===== src/rtl/addsub_pkg.sv =====
// Shared types for the digit-serial add/subtract/compare unit.
package addsub_pkg;

  // Operation select presented with each operand pair.
  typedef enum logic [1:0] {
    OP_ADD  = 2'd0,
    OP_SUB  = 2'd1,
    OP_SLT  = 2'd2,
    OP_SLTU = 2'd3
  } op_t;

  // Control states of the serial engine.
  typedef enum logic [1:0] {
    S_IDLE = 2'd0,
    S_BUSY = 2'd1,
    S_DONE = 2'd2
  } state_t;

  // Every op except ADD computes a - b, i.e. a + ~b + 1.
  function automatic logic op_is_sub(input op_t op);
    return (op != OP_ADD);
  endfunction

endpackage


===== src/rtl/addsub_serial_if.sv =====
// Operand and result handshake bundle for addsub_serial.
//
// Handshake rules (both sides): a transfer happens on a rising clock edge
// where valid and ready are both high. The producer holds valid and its
// payload stable until that edge; ready may change freely and does not
// depend combinationally on valid. On the input side the payload is
// {a, b, op}; on the output side it is {result, zero, negative, overflow,
// carry}.
interface addsub_serial_if
  import addsub_pkg::*;
#(
  parameter int N = 32
);
  logic         i_valid;
  logic         i_ready;
  logic [N-1:0] a;
  logic [N-1:0] b;
  op_t          op;
  logic         o_valid;
  logic         o_ready;
  logic [N-1:0] result;
  logic         zero;
  logic         negative;
  logic         overflow;
  logic         carry;

  // The arithmetic unit.
  modport slave (
    input  i_valid, a, b, op, o_ready,
    output i_ready, o_valid, result, zero, negative, overflow, carry
  );

  // Whoever issues operations and consumes results.
  modport master (
    output i_valid, a, b, op, o_ready,
    input  i_ready, o_valid, result, zero, negative, overflow, carry
  );
endinterface


===== src/rtl/adder_n.sv =====
// Plain W-bit ripple adder that also exposes every internal carry, so the
// caller can pick out both the carry out and the carry into the top bit.
module adder_n #(
  parameter int W = 8
) (
  input  logic [W-1:0] a,
  input  logic [W-1:0] b,
  input  logic         c_in,
  output logic [W-1:0] sum,
  output logic [W-1:0] c_out
);

  logic w_c;

  // Ripple the carry from bit 0 upward; c_out[i] is the carry out of bit i.
  always_comb begin
    w_c   = c_in;
    sum   = '0;
    c_out = '0;
    for (int i = 0; i < W; i++) begin
      sum[i]   = a[i] ^ b[i] ^ w_c;
      c_out[i] = (a[i] & b[i]) | (w_c & (a[i] ^ b[i]));
      w_c      = c_out[i];
    end
  end

endmodule


===== src/rtl/addsub_serial.sv =====
// Digit-serial add/subtract/compare unit. Works through an N-bit operand
// pair K bits per cycle, LSB digit first, with the carry held in a register
// between digits. Result and flags are registered and held until taken.
module addsub_serial
  import addsub_pkg::*;
#(
  parameter int N = 32,
  parameter int K = 8
) (
  input  logic           clk,
  input  logic           rst,
  addsub_serial_if.slave bus,
  output state_t         o_state
);

  localparam int DIGITS = N / K;
  localparam int CW     = $clog2(DIGITS) + 1;

  generate
    if ((N % K) != 0) begin : g_bad_digit
      $error("addsub_serial: N must be a multiple of K");
    end
  endgenerate

  // Control and datapath state.
  state_t        r_state;
  logic [N-1:0]  r_a;
  logic [N-1:0]  r_b;
  op_t           r_op;
  logic          r_carry;
  logic [CW-1:0] r_cnt;
  logic [N-1:0]  r_sum;

  // Registered outputs.
  logic          r_i_ready;
  logic          r_o_valid;
  logic [N-1:0]  r_result;
  logic          r_zero;
  logic          r_negative;
  logic          r_overflow;
  logic          r_carry_flag;

  // Per-digit datapath.
  logic [K-1:0]  w_a_dig;
  logic [K-1:0]  w_b_dig;
  logic [K-1:0]  w_dig_sum;
  logic [K-1:0]  w_dig_cout;
  logic          w_msb_cin;
  logic          w_last;
  logic [N-1:0]  w_sum_full;
  logic          w_neg;
  logic          w_ovf;
  logic          w_cout;
  logic          w_lt;
  logic [N-1:0]  w_result;

  assign w_a_dig = r_a[r_cnt*K +: K];
  assign w_b_dig = r_b[r_cnt*K +: K];

  adder_n #(
    .W(K)
  ) u_digit_adder (
    .a    (w_a_dig),
    .b    (w_b_dig),
    .c_in (r_carry),
    .sum  (w_dig_sum),
    .c_out(w_dig_cout)
  );

  // Carry into the top bit of the digit: for a 1-bit digit that is simply
  // the registered carry coming in from the previous digit.
  generate
    if (K == 1) begin : g_msb_cin_k1
      assign w_msb_cin = r_carry;
      logic w_unused_cout;
      assign w_unused_cout = ^w_dig_cout;
    end else begin : g_msb_cin_kn
      assign w_msb_cin = w_dig_cout[K-2];
      logic w_unused_cout;
      assign w_unused_cout = ^w_dig_cout[K-2:0];
    end
  endgenerate

  assign w_last = (r_cnt == CW'(DIGITS - 1));

  // Full raw sum as it will look once the current digit is written back;
  // only consumed on the last digit when every lower digit is already in.
  always_comb begin
    w_sum_full                 = r_sum;
    w_sum_full[r_cnt*K +: K]   = w_dig_sum;
  end

  assign w_cout = w_dig_cout[K-1];
  assign w_neg  = w_sum_full[N-1];
  assign w_ovf  = w_msb_cin ^ w_cout;

  // Signed less-than from sign and overflow; unsigned less-than is a borrow.
  assign w_lt = (r_op == OP_SLT) ? (w_neg ^ w_ovf) : ~w_cout;

  // Compares return a 0/1 word; the flags still describe the raw sum.
  assign w_result = ((r_op == OP_ADD) || (r_op == OP_SUB)) ?
                    w_sum_full : {{(N-1){1'b0}}, w_lt};

  // Control FSM with all outputs registered.
  always_ff @(posedge clk) begin
    if (rst) begin
      r_state      <= S_IDLE;
      r_a          <= '0;
      r_b          <= '0;
      r_op         <= OP_ADD;
      r_carry      <= 1'b0;
      r_cnt        <= '0;
      r_sum        <= '0;
      r_i_ready    <= 1'b1;
      r_o_valid    <= 1'b0;
      r_result     <= '0;
      r_zero       <= 1'b0;
      r_negative   <= 1'b0;
      r_overflow   <= 1'b0;
      r_carry_flag <= 1'b0;
    end else begin
      case (r_state)
        S_IDLE: begin
          if (bus.i_valid && r_i_ready) begin
            r_a       <= bus.a;
            r_b       <= op_is_sub(bus.op) ? ~bus.b : bus.b;
            r_op      <= bus.op;
            r_carry   <= op_is_sub(bus.op);
            r_cnt     <= '0;
            r_i_ready <= 1'b0;
            r_state   <= S_BUSY;
          end
        end
        S_BUSY: begin
          r_sum[r_cnt*K +: K] <= w_dig_sum;
          r_carry             <= w_cout;
          r_cnt               <= r_cnt + CW'(1);
          if (w_last) begin
            r_result     <= w_result;
            r_zero       <= (w_sum_full == '0);
            r_negative   <= w_neg;
            r_overflow   <= w_ovf;
            r_carry_flag <= w_cout;
            r_o_valid    <= 1'b1;
            r_state      <= S_DONE;
          end
        end
        S_DONE: begin
          if (bus.o_ready) begin
            r_o_valid <= 1'b0;
            r_i_ready <= 1'b1;
            r_state   <= S_IDLE;
          end
        end
        default: begin
          r_o_valid <= 1'b0;
          r_i_ready <= 1'b1;
          r_state   <= S_IDLE;
        end
      endcase
    end
  end

  assign bus.i_ready  = r_i_ready;
  assign bus.o_valid  = r_o_valid;
  assign bus.result   = r_result;
  assign bus.zero     = r_zero;
  assign bus.negative = r_negative;
  assign bus.overflow = r_overflow;
  assign bus.carry    = r_carry_flag;
  assign o_state      = r_state;

endmodule


===== src/flat_wrapper.sv =====
// flat-port wrapper written by rule: the top's interface ports become plain ports
module addsub_serial_flat import addsub_pkg::*;
#(
  parameter int N = 32,
  parameter int K = 8
)
  (clk, rst, o_state, bus_i_valid, bus_a, bus_b, bus_op, bus_o_ready, bus_i_ready, bus_o_valid, bus_result, bus_zero, bus_negative, bus_overflow, bus_carry);
  addsub_serial_if #(.N(N)) bus_i ();
  input  logic clk;
  input  logic rst;
  output state_t o_state;
  input wire logic [$bits(bus_i.i_valid)-1:0] bus_i_valid;
  input wire logic [$bits(bus_i.a)-1:0] bus_a;
  input wire logic [$bits(bus_i.b)-1:0] bus_b;
  input wire logic [$bits(bus_i.op)-1:0] bus_op;
  input wire logic [$bits(bus_i.o_ready)-1:0] bus_o_ready;
  output wire logic [$bits(bus_i.i_ready)-1:0] bus_i_ready;
  output wire logic [$bits(bus_i.o_valid)-1:0] bus_o_valid;
  output wire logic [$bits(bus_i.result)-1:0] bus_result;
  output wire logic [$bits(bus_i.zero)-1:0] bus_zero;
  output wire logic [$bits(bus_i.negative)-1:0] bus_negative;
  output wire logic [$bits(bus_i.overflow)-1:0] bus_overflow;
  output wire logic [$bits(bus_i.carry)-1:0] bus_carry;
  assign bus_i.i_valid = bus_i_valid;
  assign bus_i.a = bus_a;
  assign bus_i.b = bus_b;
  assign bus_i.op = bus_op;
  assign bus_i.o_ready = bus_o_ready;
  assign bus_i_ready = bus_i.i_ready;
  assign bus_o_valid = bus_i.o_valid;
  assign bus_result = bus_i.result;
  assign bus_zero = bus_i.zero;
  assign bus_negative = bus_i.negative;
  assign bus_overflow = bus_i.overflow;
  assign bus_carry = bus_i.carry;
  addsub_serial #(.N(N), .K(K)) u_core (.clk(clk), .rst(rst), .bus(bus_i), .o_state(o_state));
endmodule

===== config.mk =====
export PLATFORM = sky130hd
export DESIGN_NAME = addsub_serial_flat
export DESIGN_NICKNAME = d
export VERILOG_FILES = /design/src/rtl/addsub_pkg.sv /design/src/rtl/addsub_serial_if.sv /design/src/rtl/adder_n.sv /design/src/rtl/addsub_serial.sv /design/src/flat_wrapper.sv
export SDC_FILE = /design/constraint.sdc
export NUM_CORES = 1
export LEC_CHECK = 0
export CAP_MARGIN = 20
export CORE_MARGIN = 3
export CORE_UTILIZATION = 40
export CTS_BUF_LIST = sky130_fd_sc_hd__clkbuf_2
export DETAILED_ROUTE_END_ITERATION = 16
export PLACE_DENSITY = 0.6
export RECOVER_POWER = 100
export SLEW_MARGIN = 15
export SYNTH_ARGS = -nofsm -noshare
export SYNTH_HDL_FRONTEND = slang
export SYNTH_SLANG_ARGS = --single-unit

===== constraint.sdc =====
create_clock -name clk -period 9.71 [get_ports clk]
set_input_delay 2.913 -clock clk [delete_from_list [all_inputs] [get_ports clk]]
set_output_delay 2.913 -clock clk [all_outputs]
set_load 0.02 [all_outputs]

* Word level (Yosys, flattened, before mapping) *
Index checks and enable logic that the tools add are counted.

cells by class
  $add $sub $neg = 2
  equality and inequality tests = 8
  shift-type cells = 4
  mux-type cells = 18
  bitwise logic cells = 46
  reduce and logical (&&, ||, !) cells = 13

operators with widths
  operator                                                                 count
  32-bit two-way mux                                                       2
  32-bit by 7-bit variable part select with 8-bit output                   2
  6-bit negation with 34-bit output                                        1
  8-bit by 34-bit variable shift with 32-bit output, first input constant  1
  8-bit by 34-bit variable part select with 32-bit output                  1
  32-bit bitwise mux                                                       1
  32-bit zero test                                                         1
  32-bit NOT                                                               1
  1-bit bitwise XOR                                                        18
  1-bit bitwise AND                                                        16
  3-bit AND reduction                                                      3
  1-bit OR                                                                 8
  1-bit two-way mux                                                        6
  2-bit two-way mux                                                        3
  1-bit one-hot mux with 3 select lines                                    2
  2-bit one-hot mux with 3 select lines                                    1
  3-bit one-hot mux with 2 select lines                                    1
  2-bit AND reduction                                                      3
  2-bit by 1-bit == test with 1-bit output, second input constant          2
  2-bit == test, second input constant                                     2
  2-bit zero test                                                          2
  2-bit by 1-bit inequality test with 1-bit output, second input constant  2
  2-bit nonzero test                                                       2
  3-bit by 1-bit adder with 3-bit output, second input constant            1
  7 further kinds                                                          9

storage, ports and cells
  register bits after elaboration = 142
  bits of input ports = 70

* Longest topological paths before layout *
  depth after elaboration = 22
  gate-level depth with buffers = 18
  depth with buffers taken out = 16

* Hierarchy *
From an unflattened synthesis, not the netlist that was laid out.

second synthesis, totals
  cells, all modules = 756
  area, all modules = 6,582.6 µm²

modules (own cells, without submodules)
  module         times used  cells each  area each (µm²)
  addsub_serial  1           747         6,414.9
  adder_n        1           9           167.7

* Least setup slack after synthesis *
OpenSTA, ideal clock, no wires.

  path kind = register to register
  start = register u_core.r_cnt[0]
  end = register u_core.r_result[0] (netlist: u_core.bus.result[0])
  setup time = 70 ps
  arrival time = 5,214 ps
  data required time = 9,640 ps
  setup slack = 4,425 ps
  stages on the path, launching flop included = 19
  buffers on the path = 2
  period minus slack after synthesis = 5,285 ps
  path through = dfxtp_1 clkbuf_1 buf_2 mux4_2 and2_1 fa_1 fa_1 fa_1 inv_1 fa_1 fa_1 fa_1 inv_1 fa_1 fa_1 a22oi_1 mux2i_1 mux2_1 a21oi_1

on the way
  longest elaborated chain between the ends = 22
  elaborated cells between the ends (all ways) = 53

ends and longest elaborated chain
  item                                                                                        RTL line                                  text
  start: declaration                                                                          addsub_serial.sv:31                       logic [CW-1:0] r_cnt;
  start signal: assignment                                                                    addsub_serial.sv:137                      r_cnt <= r_cnt + CW'(1);
  32-bit by 7-bit variable part select with 8-bit output (on tied branches)                   addsub_serial.sv:57, addsub_serial.sv:58
  1-bit bitwise XOR                                                                           adder_n.sv:21, adder_n.sv:22
  1-bit bitwise AND                                                                           adder_n.sv:22                             c_out[i] = (a[i] & b[i]) | (w_c & (a[i] ^ b[i]));
  1-bit OR                                                                                    adder_n.sv:22
  1-bit bitwise AND                                                                           adder_n.sv:22
  1-bit OR                                                                                    adder_n.sv:22
  1-bit bitwise AND                                                                           adder_n.sv:22
  1-bit OR                                                                                    adder_n.sv:22
  [6 not listed]                                                                              -
  1-bit bitwise AND                                                                           adder_n.sv:22
  1-bit OR                                                                                    adder_n.sv:22
  1-bit bitwise XOR / 1-bit bitwise AND (equally long branches)                               adder_n.sv:21, adder_n.sv:22
  8-bit by 34-bit variable part select with 32-bit output / 1-bit OR (equally long branches)  addsub_serial.sv:90, adder_n.sv:22
  32-bit bitwise mux / 1-bit bitwise XOR (equally long branches)                              addsub_serial.sv:90, addsub_serial.sv:95
  1-bit bitwise XOR                                                                           addsub_serial.sv:98                       assign w_lt = (r_op == OP_SLT) ? (w_neg ^ w_ovf) : ~w_cout;
  1-bit two-way mux                                                                           addsub_serial.sv:98
  32-bit two-way mux                                                                          addsub_serial.sv:101                      assign w_result = ((r_op == OP_ADD) || (r_op == OP_SUB)) ?
  end signal: assignment                                                                      addsub_serial.sv:139                      r_result <= w_result;
  end: declaration                                                                            addsub_serial.sv:37                       logic [N-1:0] r_result;

Parallel ways exist; a longest one is shown, timed or not.
A chain may end at the register's enable or synchronous reset.

==> qor.yml <==
crit_type: "input pin to flop"
grt_usage_pct: 19.5
wl_per_cell_um: 15.7
seq_area_frac_synth_pct: 42.8
drv_cap: 3
worstPathArrival_ps: 7960
overflow: 0
die_w_um: 135
synth_area_per_cell_um2: 8.52
tns_ps: 0
synth-async-reset-ratio_pct: 0
violations: "max-capacitance violations, max-slew violations"
area_growth_pct: 20.7
ant_nets: 0
post-cts-setup-buffer-count: 0
clkSlewWorstSetupHoldPaths_ps: 210
relSlewSlack_pct: -108
antenna_found_initial: 1
drt-initial-drc-count: 442
cts_inserted_buffers: 17
num_rows: 46
tightestPinTransition_ps: 3120
grt_pass1_wl_um: 28400
post-place-ws_ps: 4050
grt_pass1_vias: 5712
post-route-period-util_pct: 75.3
coreArea_um2: 16100
gp_congestion: 0.831
synth_edf_count: 0
fmax_ghz: 0.137
drt_wl_total_um: 17000
period_needed_ps: 7310
drc: 0
rsz0062_at_grt: "false"
hpwl_um: 11800
powerDensity_nw_per_um2: 146
portBuffers: 109
whs_ps: 464
status: "finished with violations"
synth.ff_latch_count: 142
ir_drop_mv: 0.0686
hold_path_class: "flop to flop"
critPathMaxFanout: 72
viasPerCell: 5.30
ctsHoldBuffers: 0
num_vias: 5765
synthFlopType: "dfxtp_1"
yosysWarnings: 0
finalPower_mw: 1.17
start_util_pct: 41.4
cts.root.buffer_cell: "clkbuf_2"
drive_gt1_share_pct: 8.29
finClkSkew_ps: 45.6
htreeDepth: 4
power_leakage_nw: 2.94
fin_ws_ps: 2400
ios: 110
syn-num-nets: 864
cts_resized: 0
finalSetupViolations: 0
dieArea_um2: 18200
yosysUniqueCellTypes: 54
cp-end-kind: "flop"
cts_buffer_depth: 2
crit_path_start_kind: "input pin"
hold_viol: 0
synth_cells: 779
grt_max_degree: 113
synth_area_um2: 6640
cts_tree: "built"
nNetsFinal: 942
cts.sinks: 142
die_h_um: 135
dr.pass1.iters: 5
clk_latency_ps: 750
cp.required_ps: 10360
drv_slew: 187
-- path summary, 6_finish.rpt --
check	slack, ps	depth (start not counted)	start	end
worst min register to register	460	2	u_core.r_b[4]$_SDFFE_PP0P_	u_core.r_b[4]$_SDFFE_PP0P_
worst max register to register	3270	17	u_core.r_cnt[0]$_SDFFE_PP0P_	u_core.bus.result[0]$_SDFFE_PP0P_
worst min-delay path	460	2	u_core.r_b[4]$_SDFFE_PP0P_	u_core.r_b[4]$_SDFFE_PP0P_
worst max-delay path	2400	5	rst	u_core.bus.zero$_SDFFE_PP0P_
-- flip-flops by register name, summed over array words and instances, names as in the netlist --
register and flops:
u_core.bus.i_ready 1, u_core.o_state 2, u_core.r_op 2, u_core.bus.result 32
u_core.bus.negative 1, u_core.bus.zero 1, u_core.r_a 32, u_core.bus.o_valid 1
u_core.bus.carry 1, u_core.r_sum 32, u_core.bus.overflow 1, u_core.r_carry 1
u_core.r_b 32, u_core.r_cnt 3
-- critical path, stage by stage --
cell,delay [ps]
clkbuf_1,1040
clkbuf_1,1310
clkbuf_1,2280
nand3b_1,280
o31ai_1,80
-- Yosys cell counts, drive strengths merged (9+ instances only) --
master	number	area, um2
o21ai	9	45.0
a21oi	89	445
xnor2	33	289
nor3	13	70.1
mux4	16	360
clkbuf	37	143
a22o	12	111
a22oi	34	255
and2	14	87.6
dfxtp	142	2840
nor2	87	334
nand3	9	45.0
nand2	171	644
buf	23	141
-- through the flow --
step | instance area, um2 | utilization (%) | std cells
3_5_place_dp | 7780 | 48.4 | 1051
4_1_cts | 7990 | 49.7 | 1082
2_1_floorplan | 6640 | - | 779
3_3_place_gp | 7780 | 48.4 | 1051
5_1_grt | 8020 | 49.9 | 1087
6_report | 8020 | 49.9 | 1087
-- cells by family (layout without fill, tap and decap cells) --
kind of cell / after synthesis / count (layout) / synth area share (%)
AOI/OAI and AO/OA: 163 / 163 / 15.3
xor gates and xnor gates: 33 / 33 / 4.35
adders and majority gates: 15 / 15 / 3.73
buffers and inverters: 67 / 157 / 4.67
DFF: 142 / 142 / 42.8
muxes: 30 / 30 / 7.69
other: 0 / 2 / 0
and+or+nand+nor: 329 / 329 / 21.5
-- cell usage in the layout, fill, tap and decap left out, drive strengths merged, types with 9 or more instances in the layout --
| cell | count |
|---|---|
| a21oi | 89 |
| a22o | 12 |
| a22oi | 34 |
| and2 | 14 |
| clkbuf | 23 |
| clkdlybuf4s50 | 67 |
| dfxtp | 142 |
| dlygate4sd3 | 41 |
| inv | 10 |
| mux4 | 16 |
| nand2 | 171 |
| nand3 | 9 |
| nor2 | 87 |
| nor3 | 13 |
| o21ai | 9 |
| xnor2 | 33 |
-- cell type report --
cell class / instances / area (um2)
Fill cell: 1532 / 8040
Clock buffer: 18 / 90.1
Timing Repair Buffer: 119 / 1170
Clock inverter: 13 / 118
Inverter: 7 / 26.3
Multi-Input combinational cell: 570 / 3490
Tap cell: 216 / 270
Sequential cell: 142 / 2840
Antenna cell: 2 / 5.00
-- layer usage --
metal	vias up	track usage [%]	share of wire (%)
met2	172	32.6	50
met5	-	0	0
li1	2819	-	-
met1	2748	24.9	44
met4	0	7.24	1.9
met3	26	3.91	4.8
-- power by group --
part / leakage [nW] / internal, mW / total, mW / switching [mW]
Clock: 0.121 / 0.0929 / 0.319 / 0.226
Combinational: 1.66 / 0.102 / 0.224 / 0.122
Sequential: 1.16 / 0.610 / 0.628 / 0.0173
(Power assumes the default switching activity.)
